File: src/rtl/inst_queue_2w2r_pkg.sv
// Shared definitions for the dual-write/dual-read instruction queue.
// Default sizes, pop-count encodings and the pop clamp helper.
package inst_queue_2w2r_pkg;

    localparam int IQ_DEPTH        = 16;
    localparam int INST_BUS_W      = 32;
    localparam int INST_ADDR_BUS_W = 32;

    typedef enum logic [1:0] {
        POP_NONE = 2'd0,
        POP_ONE  = 2'd1,
        POP_TWO  = 2'd2
    } pop_e;

    // Issue never retires more than two per cycle; 3 behaves as 2.
    function automatic logic [1:0] clamp_pop(input logic [1:0] p);
        logic [1:0] r;
        r = p;
        if (p == 2'd3) begin
            r = POP_TWO;
        end
        return r;
    endfunction

endpackage

File: src/rtl/iq_ptr_ctrl.sv
// Pointer/occupancy control for the instruction queue.
// Owns head, tail, count, accept check and the sticky overflow flag.
module iq_ptr_ctrl
    import inst_queue_2w2r_pkg::*;
#(
    parameter int DEPTH = IQ_DEPTH
) (
    input  logic                       clk,
    input  logic                       rst,
    input  logic                       flush,
    input  logic                       in1_valid,
    input  logic                       in2_valid,
    input  logic [1:0]                 pop_cnt,
    input  logic                       stop_pop,
    output logic                       we0,
    output logic                       we1,
    output logic                       sel0,
    output logic [$clog2(DEPTH)-1:0]   idx0,
    output logic [$clog2(DEPTH)-1:0]   idx1,
    output logic [$clog2(DEPTH)-1:0]   rd_idx0,
    output logic [$clog2(DEPTH)-1:0]   rd_idx1,
    output logic [$clog2(DEPTH):0]     count,
    output logic                       overflow,
    output logic                       in_ready
);

    localparam int PTR_W = $clog2(DEPTH);
    localparam int CNT_W = PTR_W + 1;

    logic [PTR_W-1:0] head;
    logic [PTR_W-1:0] tail;
    logic [1:0]       push_n;
    logic [1:0]       push_acc;
    logic [1:0]       pop_req;
    logic [1:0]       pop_eff;
    logic [CNT_W:0]   room;
    logic             accept;
    logic [CNT_W-1:0] count_nxt;

    // Pop clamping, space check and write steering for this cycle.
    always_comb begin
        push_n  = {1'b0, in1_valid} + {1'b0, in2_valid};
        pop_req = stop_pop ? POP_NONE : clamp_pop(pop_cnt);
        pop_eff = pop_req;
        if ({{(CNT_W-2){1'b0}}, pop_req} > count) begin
            pop_eff = count[1:0];
        end
        room = (CNT_W+1)'(DEPTH) - {1'b0, count}
             + {{(CNT_W-1){1'b0}}, pop_eff};
        accept = {{(CNT_W-1){1'b0}}, push_n} <= room;
        push_acc = accept ? push_n : 2'd0;
        count_nxt = count
                  + {{(CNT_W-2){1'b0}}, push_acc}
                  - {{(CNT_W-2){1'b0}}, pop_eff};
        we0 = !flush && accept && (push_n != 2'd0);
        we1 = !flush && accept && (push_n == 2'd2);
        sel0 = !in1_valid;
        idx0 = tail;
        idx1 = tail + PTR_W'(1);
        rd_idx0 = head;
        rd_idx1 = head + PTR_W'(1);
        in_ready = (CNT_W'(DEPTH) - count) >= CNT_W'(2);
    end

    // Pointer and count update; a dropped push still lets issue retire.
    always_ff @(posedge clk) begin
        if (rst || flush) begin
            head  <= '0;
            tail  <= '0;
            count <= '0;
        end else begin
            head  <= head + {{(PTR_W-2){1'b0}}, pop_eff};
            tail  <= tail + {{(PTR_W-2){1'b0}}, push_acc};
            count <= count_nxt;
        end
    end

    // Sticky flag for a push that fetch sent without enough room.
    always_ff @(posedge clk) begin
        if (rst) begin
            overflow <= 1'b0;
        end else if (!flush && !accept) begin
            overflow <= 1'b1;
        end
    end

endmodule

File: src/rtl/inst_queue_2w2r.sv
// Dual-write/dual-read instruction queue between fetch and issue.
// Holds the entry storage and head/head+1 read muxes.
module inst_queue_2w2r
    import inst_queue_2w2r_pkg::*;
#(
    parameter int DEPTH  = IQ_DEPTH,
    parameter int INST_W = INST_BUS_W,
    parameter int ADDR_W = INST_ADDR_BUS_W
) (
    input  logic                     clk,
    input  logic                     rst,
    input  logic                     flush,
    input  logic                     in1_valid,
    input  logic [INST_W-1:0]        in1_inst,
    input  logic [ADDR_W-1:0]        in1_pc,
    input  logic                     in2_valid,
    input  logic [INST_W-1:0]        in2_inst,
    input  logic [ADDR_W-1:0]        in2_pc,
    output logic                     in_ready,
    input  logic [1:0]               pop_cnt,
    input  logic                     stop_pop,
    output logic                     out1_valid,
    output logic [INST_W-1:0]        out1_inst,
    output logic [ADDR_W-1:0]        out1_pc,
    output logic                     out2_valid,
    output logic [INST_W-1:0]        out2_inst,
    output logic [ADDR_W-1:0]        out2_pc,
    output logic [$clog2(DEPTH):0]   count,
    output logic                     overflow
);

    localparam int PTR_W = $clog2(DEPTH);
    localparam int CNT_W = PTR_W + 1;

    logic [INST_W-1:0] inst_mem [DEPTH];
    logic [ADDR_W-1:0] pc_mem   [DEPTH];

    logic             we0;
    logic             we1;
    logic             sel0;
    logic [PTR_W-1:0] idx0;
    logic [PTR_W-1:0] idx1;
    logic [PTR_W-1:0] rd_idx0;
    logic [PTR_W-1:0] rd_idx1;

    iq_ptr_ctrl #(
        .DEPTH (DEPTH)
    ) u_ptr (
        .clk       (clk),
        .rst       (rst),
        .flush     (flush),
        .in1_valid (in1_valid),
        .in2_valid (in2_valid),
        .pop_cnt   (pop_cnt),
        .stop_pop  (stop_pop),
        .we0       (we0),
        .we1       (we1),
        .sel0      (sel0),
        .idx0      (idx0),
        .idx1      (idx1),
        .rd_idx0   (rd_idx0),
        .rd_idx1   (rd_idx1),
        .count     (count),
        .overflow  (overflow),
        .in_ready  (in_ready)
    );

    // Compacted write: first valid slot lands at tail, slot 2 of a pair at tail+1.
    always_ff @(posedge clk) begin
        if (we0) begin
            inst_mem[idx0] <= sel0 ? in2_inst : in1_inst;
            pc_mem[idx0]   <= sel0 ? in2_pc   : in1_pc;
        end
        if (we1) begin
            inst_mem[idx1] <= in2_inst;
            pc_mem[idx1]   <= in2_pc;
        end
    end

    // Oldest two entries presented straight from storage.
    always_comb begin
        out1_valid = count >= CNT_W'(1);
        out2_valid = count >= CNT_W'(2);
        out1_inst  = inst_mem[rd_idx0];
        out1_pc    = pc_mem[rd_idx0];
        out2_inst  = inst_mem[rd_idx1];
        out2_pc    = pc_mem[rd_idx1];
    end

endmodule
File: config.mk
export PLATFORM = sky130hd
export DESIGN_NAME = inst_queue_2w2r
export DESIGN_NICKNAME = d
export VERILOG_FILES = /design/src/rtl/inst_queue_2w2r_pkg.sv /design/src/rtl/iq_ptr_ctrl.sv /design/src/rtl/inst_queue_2w2r.sv
export SDC_FILE = /design/constraint.sdc
export NUM_CORES = 2
export LEC_CHECK = 0
export CAP_MARGIN = 30
export CORE_MARGIN = 5
export CORE_UTILIZATION = 60
export CTS_CLUSTER_SIZE = 20
export DETAILED_ROUTE_END_ITERATION = 8
export DONT_BUFFER_PORTS = 1
export PLACE_DENSITY = 0.76
export SKIP_LAST_GASP = 1
export SYNTH_ARGS = -nofsm -noshare
export SYNTH_HDL_FRONTEND = slang
export SYNTH_SLANG_ARGS = --single-unit
File: constraint.sdc
create_clock -name clk -period 20.5 [get_ports clk]
set_input_delay 2.05 -clock clk [delete_from_list [all_inputs] [get_ports clk]]
set_output_delay 2.05 -clock clk [all_outputs]
set_load 0.02 [all_outputs]
==> impl_metrics.tcl <==
set metrics [dict create \
    grt_max_degree 235 \
    rr_worst_depth 17 \
    cp_data_arrival_time_ps 5580 \
    fp.dieH_um 329.0 \
    cts_tree "yes" \
    drv_cap 0 \
    cts_max_level 3 \
    synthesis.nets 4160 \
    min_from "u_ptr.overflow" \
    finalSetupTns_ps 0 \
    critical-path-max-stage-delay_ps 990 \
    core_area_um2 101400 \
    drive_above_1_share 0.2542 \
    drv_slew 0 \
    post_cts_resized 0 \
    rr_startpoint "u_ptr.count[3]" \
    synth-seq-cells 1038 \
    path_class "flip-flop to output pin" \
    whs_endpoint "u_ptr.overflow" \
    area_growth_pct 6.630 \
    syn_area_um2 61070 \
    ir_worst_vdd_v 0.0001462 \
    io_buffers 0 \
    antenna_found_initial 6 \
    clkTransAtPathRegs_ps 60 \
    die_area_um2 108300 \
    ys.flop_type "edfxtp_1" \
    drtAntennaViolNets 0 \
    grt_first_pass_wirelength_um 305400 \
    wl_per_cell_um 41.32 \
    drt_iter0_drc 8602 \
    cts_inserted_buffers 107 \
    finalSetupViolCount 0 \
    synth_cell_type_count 46 \
    rows 117 \
    worst_setup_path_start_kind "flip-flop" \
    synth-edff-count 1024 \
    power_per_cell_area_nw_per_um2 98.84 \
    required_ps 18450 \
    fin_nets 3850 \
    crit_chain "buf_4, buf_4, buf_4, mux4_2, nor2b_1, a211oi_1, a21oi_1" \
    ioPinCount 273 \
    first_global_vias 45060 \
    timing.fmax_ghz 0.1311 \
    multiInputGateArea_um2 27050 \
    postCtsSetupBuffers 0 \
    placed_cell_area_um2 61300 \
    hpwlAfterDp_um 115700 \
    finClkSkew_ps 40.65 \
    p_leak_nw 19.07 \
    dieWidth_um 329.0 \
    yosys_warnings 0 \
    rsz0062_at_grt "false" \
    status "finished clean" \
    cts_root_buf "clkbuf_16" \
    routed_via_density 8.899 \
    period_needed_ps 7628 \
    grt_overflow 0 \
    gp_congestion 0.8533 \
    final_area_um2 65120 \
    hold_class "flip-flop to flip-flop" \
    cts_hold_buf 0 \
    num_vias 45800 \
    drt-total-wl_um 212700 \
    path_max_fanout 50 \
    min_period_over_period 0.3721 \
    tightest_slew_ps 1232 \
    synth_seq_area_share 0.5081 \
    ff2ff_setup_slack_ps 13730 \
    hold_viol 0 \
    crit_top_cell "buf_4" \
    fill_cells 7027 \
    clockBufferDepth 3 \
    drcViolationCount 0 \
    end_kind "output pin" \
    ff_latch_area_um2 31040 \
    syn_area_per_cell_um2 15.30 \
    min_path_cells 2 \
    synthArstFlopShare 0 \
    grtUsageTotal 0.3830 \
    crit_path_top_delay_cell "dfxtp_4" \
    start_util 0.6019 \
    first_pass_iters 7 \
    clkSinkCount 1038 \
    maxSlewHeadroom 0.1790 \
    clock_latency_ps 720 \
    syn_inst 3992 \
    rr_endpoint "pc_mem[3][21]" \
]
==> flip-flops by register name, summed over array words and instances, names as in the netlist <==
signal          cells
u_ptr.rd_idx0       4
inst_mem          512
pc_mem            512
u_ptr.count         5
u_ptr.idx0          4
u_ptr.overflow      1
==> cell usage after synthesis, types with 2 or more instances <==
cell type,count,area (µm²)
ha_1,27,337.8
buf_1,23,86.33
xnor2_1,8,70.07
buf_4,13,97.59
nor4_1,3,18.77
nand3_1,10,50.05
or3_1,2,12.51
edfxtp_1,1024,30750
a31oi_1,2,12.51
buf_2,204,1021
nor3_1,8,40.04
mux4_2,576,12970
a22oi_1,3,22.52
nand2_1,10,37.54
mux2i_1,128,1281
o21ai_0,3,15.01
nor2_1,283,1062
nand3_2,12,120.1
inv_1,14,52.55
and2_1,10,62.56
nor2b_1,74,462.9
clkbuf_1,250,938.4
a32oi_1,1024,8969
xor2_1,2,17.52
fa_1,5,100.1
nand2b_1,2,12.51
buf_6,103,1160
a211oi_1,66,495.5
o21ai_1,2,10.01
dfxtp_1,14,280.3
a21o_1,2,15.01
a21oi_1,71,355.3
==> power breakdown <==
| part | internal (mW) | switching [mW] | total, mW |
|---|---|---|---|
| sequential | 2.44 | 0.0583 | 2.50 |
| combinational | 0.681 | 1.24 | 1.92 |
| clock | 1.16 | 0.856 | 2.02 |
| total | 4.28 | 2.16 | 6.44 |
==> metal layers <==
layer | GRT usage | part of all wire
met2 | 0.5770 | 0.45
met1 | 0.4971 | 0.31
met5 | 0 | 0.000061
met3 | 0.1311 | 0.17
met4 | 0.2051 | 0.067
==> how the worst max path moves through the flow <==
stage / startpoint / end / slack [ps] / cells after the start
2_1_floorplan: stop_pop / inst_mem[9][0] / 8930 / 16
5_1_grt: u_ptr.rd_idx0[2] / out1_pc[31] / 12690 / 6
3_3_place_gp: stop_pop / pc_mem[6][21] / 12670 / 16
6_report: u_ptr.rd_idx0[2] / out1_pc[2] / 12870 / 7
3_5_place_dp: stop_pop / pc_mem[10][23] / 12700 / 17
4_1_cts: u_ptr.rd_idx0[0] / out2_pc[31] / 12730 / 7
==> cells in the final DEF, fill, tap and decap left out, types with 14 or more instances in the layout <==
cell type / instances
buf_4: 152
inv_1: 14
ha_1: 26
clkbuf_1: 21
a211oi_1: 66
buf_16: 15
clkinv_1: 25
a21oi_1: 71
nand3_4: 18
mux4_2: 576
nor2b_1: 72
clkinv_2: 17
mux2i_1: 125
edfxtp_1: 1024
nor2_1: 272
a32oi_1: 1024
bufinv_16: 15
clkbuf_16: 109
==> per-stage QoR <==
step                      worst slack [ps]  hold WS [ps]  power (mW)  std cells  utilization
after CTS                            12730         609.8       6.362       5131       0.6392
after global routing                 12690         658.7       6.615       5143       0.6418
after detailed placement             12700         598.3       4.389       4932       0.6042
final                                12870         604.8       6.436       5147       0.6419
after global placement               12670         578.4       4.345       4901       0.6007
after floorplan                       8928         545.3       4.167       3992            -
==> logic make-up (layout without fill, tap and decap cells) <==
| logic type | Yosys count | in the layout | synth area share |
|---|---|---|---|
| AO/OA/AOI/OAI | 1179 | 1179 | 0.1629 |
| other | 0 | 7 | 0 |
| multiplexers | 704 | 704 | 0.2334 |
| XOR/XNOR | 11 | 11 | 0.001701 |
| buffers and inverters | 608 | 388 | 0.05501 |
| AND/OR/NAND/NOR | 420 | 420 | 0.03170 |
| adder cells (fa/ha/maj) | 32 | 32 | 0.007171 |
| flip-flops | 1038 | 1038 | 0.5081 |
==> worst max-delay path, delay by kind of cell (launching register included) <==
kind                   cells  cell delay [ps]
DFF                        1              990
muxes                      1              360
AOI/OAI and AO/OA          2              850
buffers and inverters      3             2390
and+or+nand+nor            1              140
==> area by class of cell <==
class | count | share of cell area
antenna | 7 | 0.0002690
clock buffer | 130 | 0.04310
clock inverter | 69 | 0.01143
inverter | 15 | 0.0008647
multi-input combinational | 2346 | 0.4155
sequential | 1038 | 0.4768
tap | 1368 | 0.02629
timing repair buffer | 174 | 0.02579
Power figures use the tool's default switching activity.
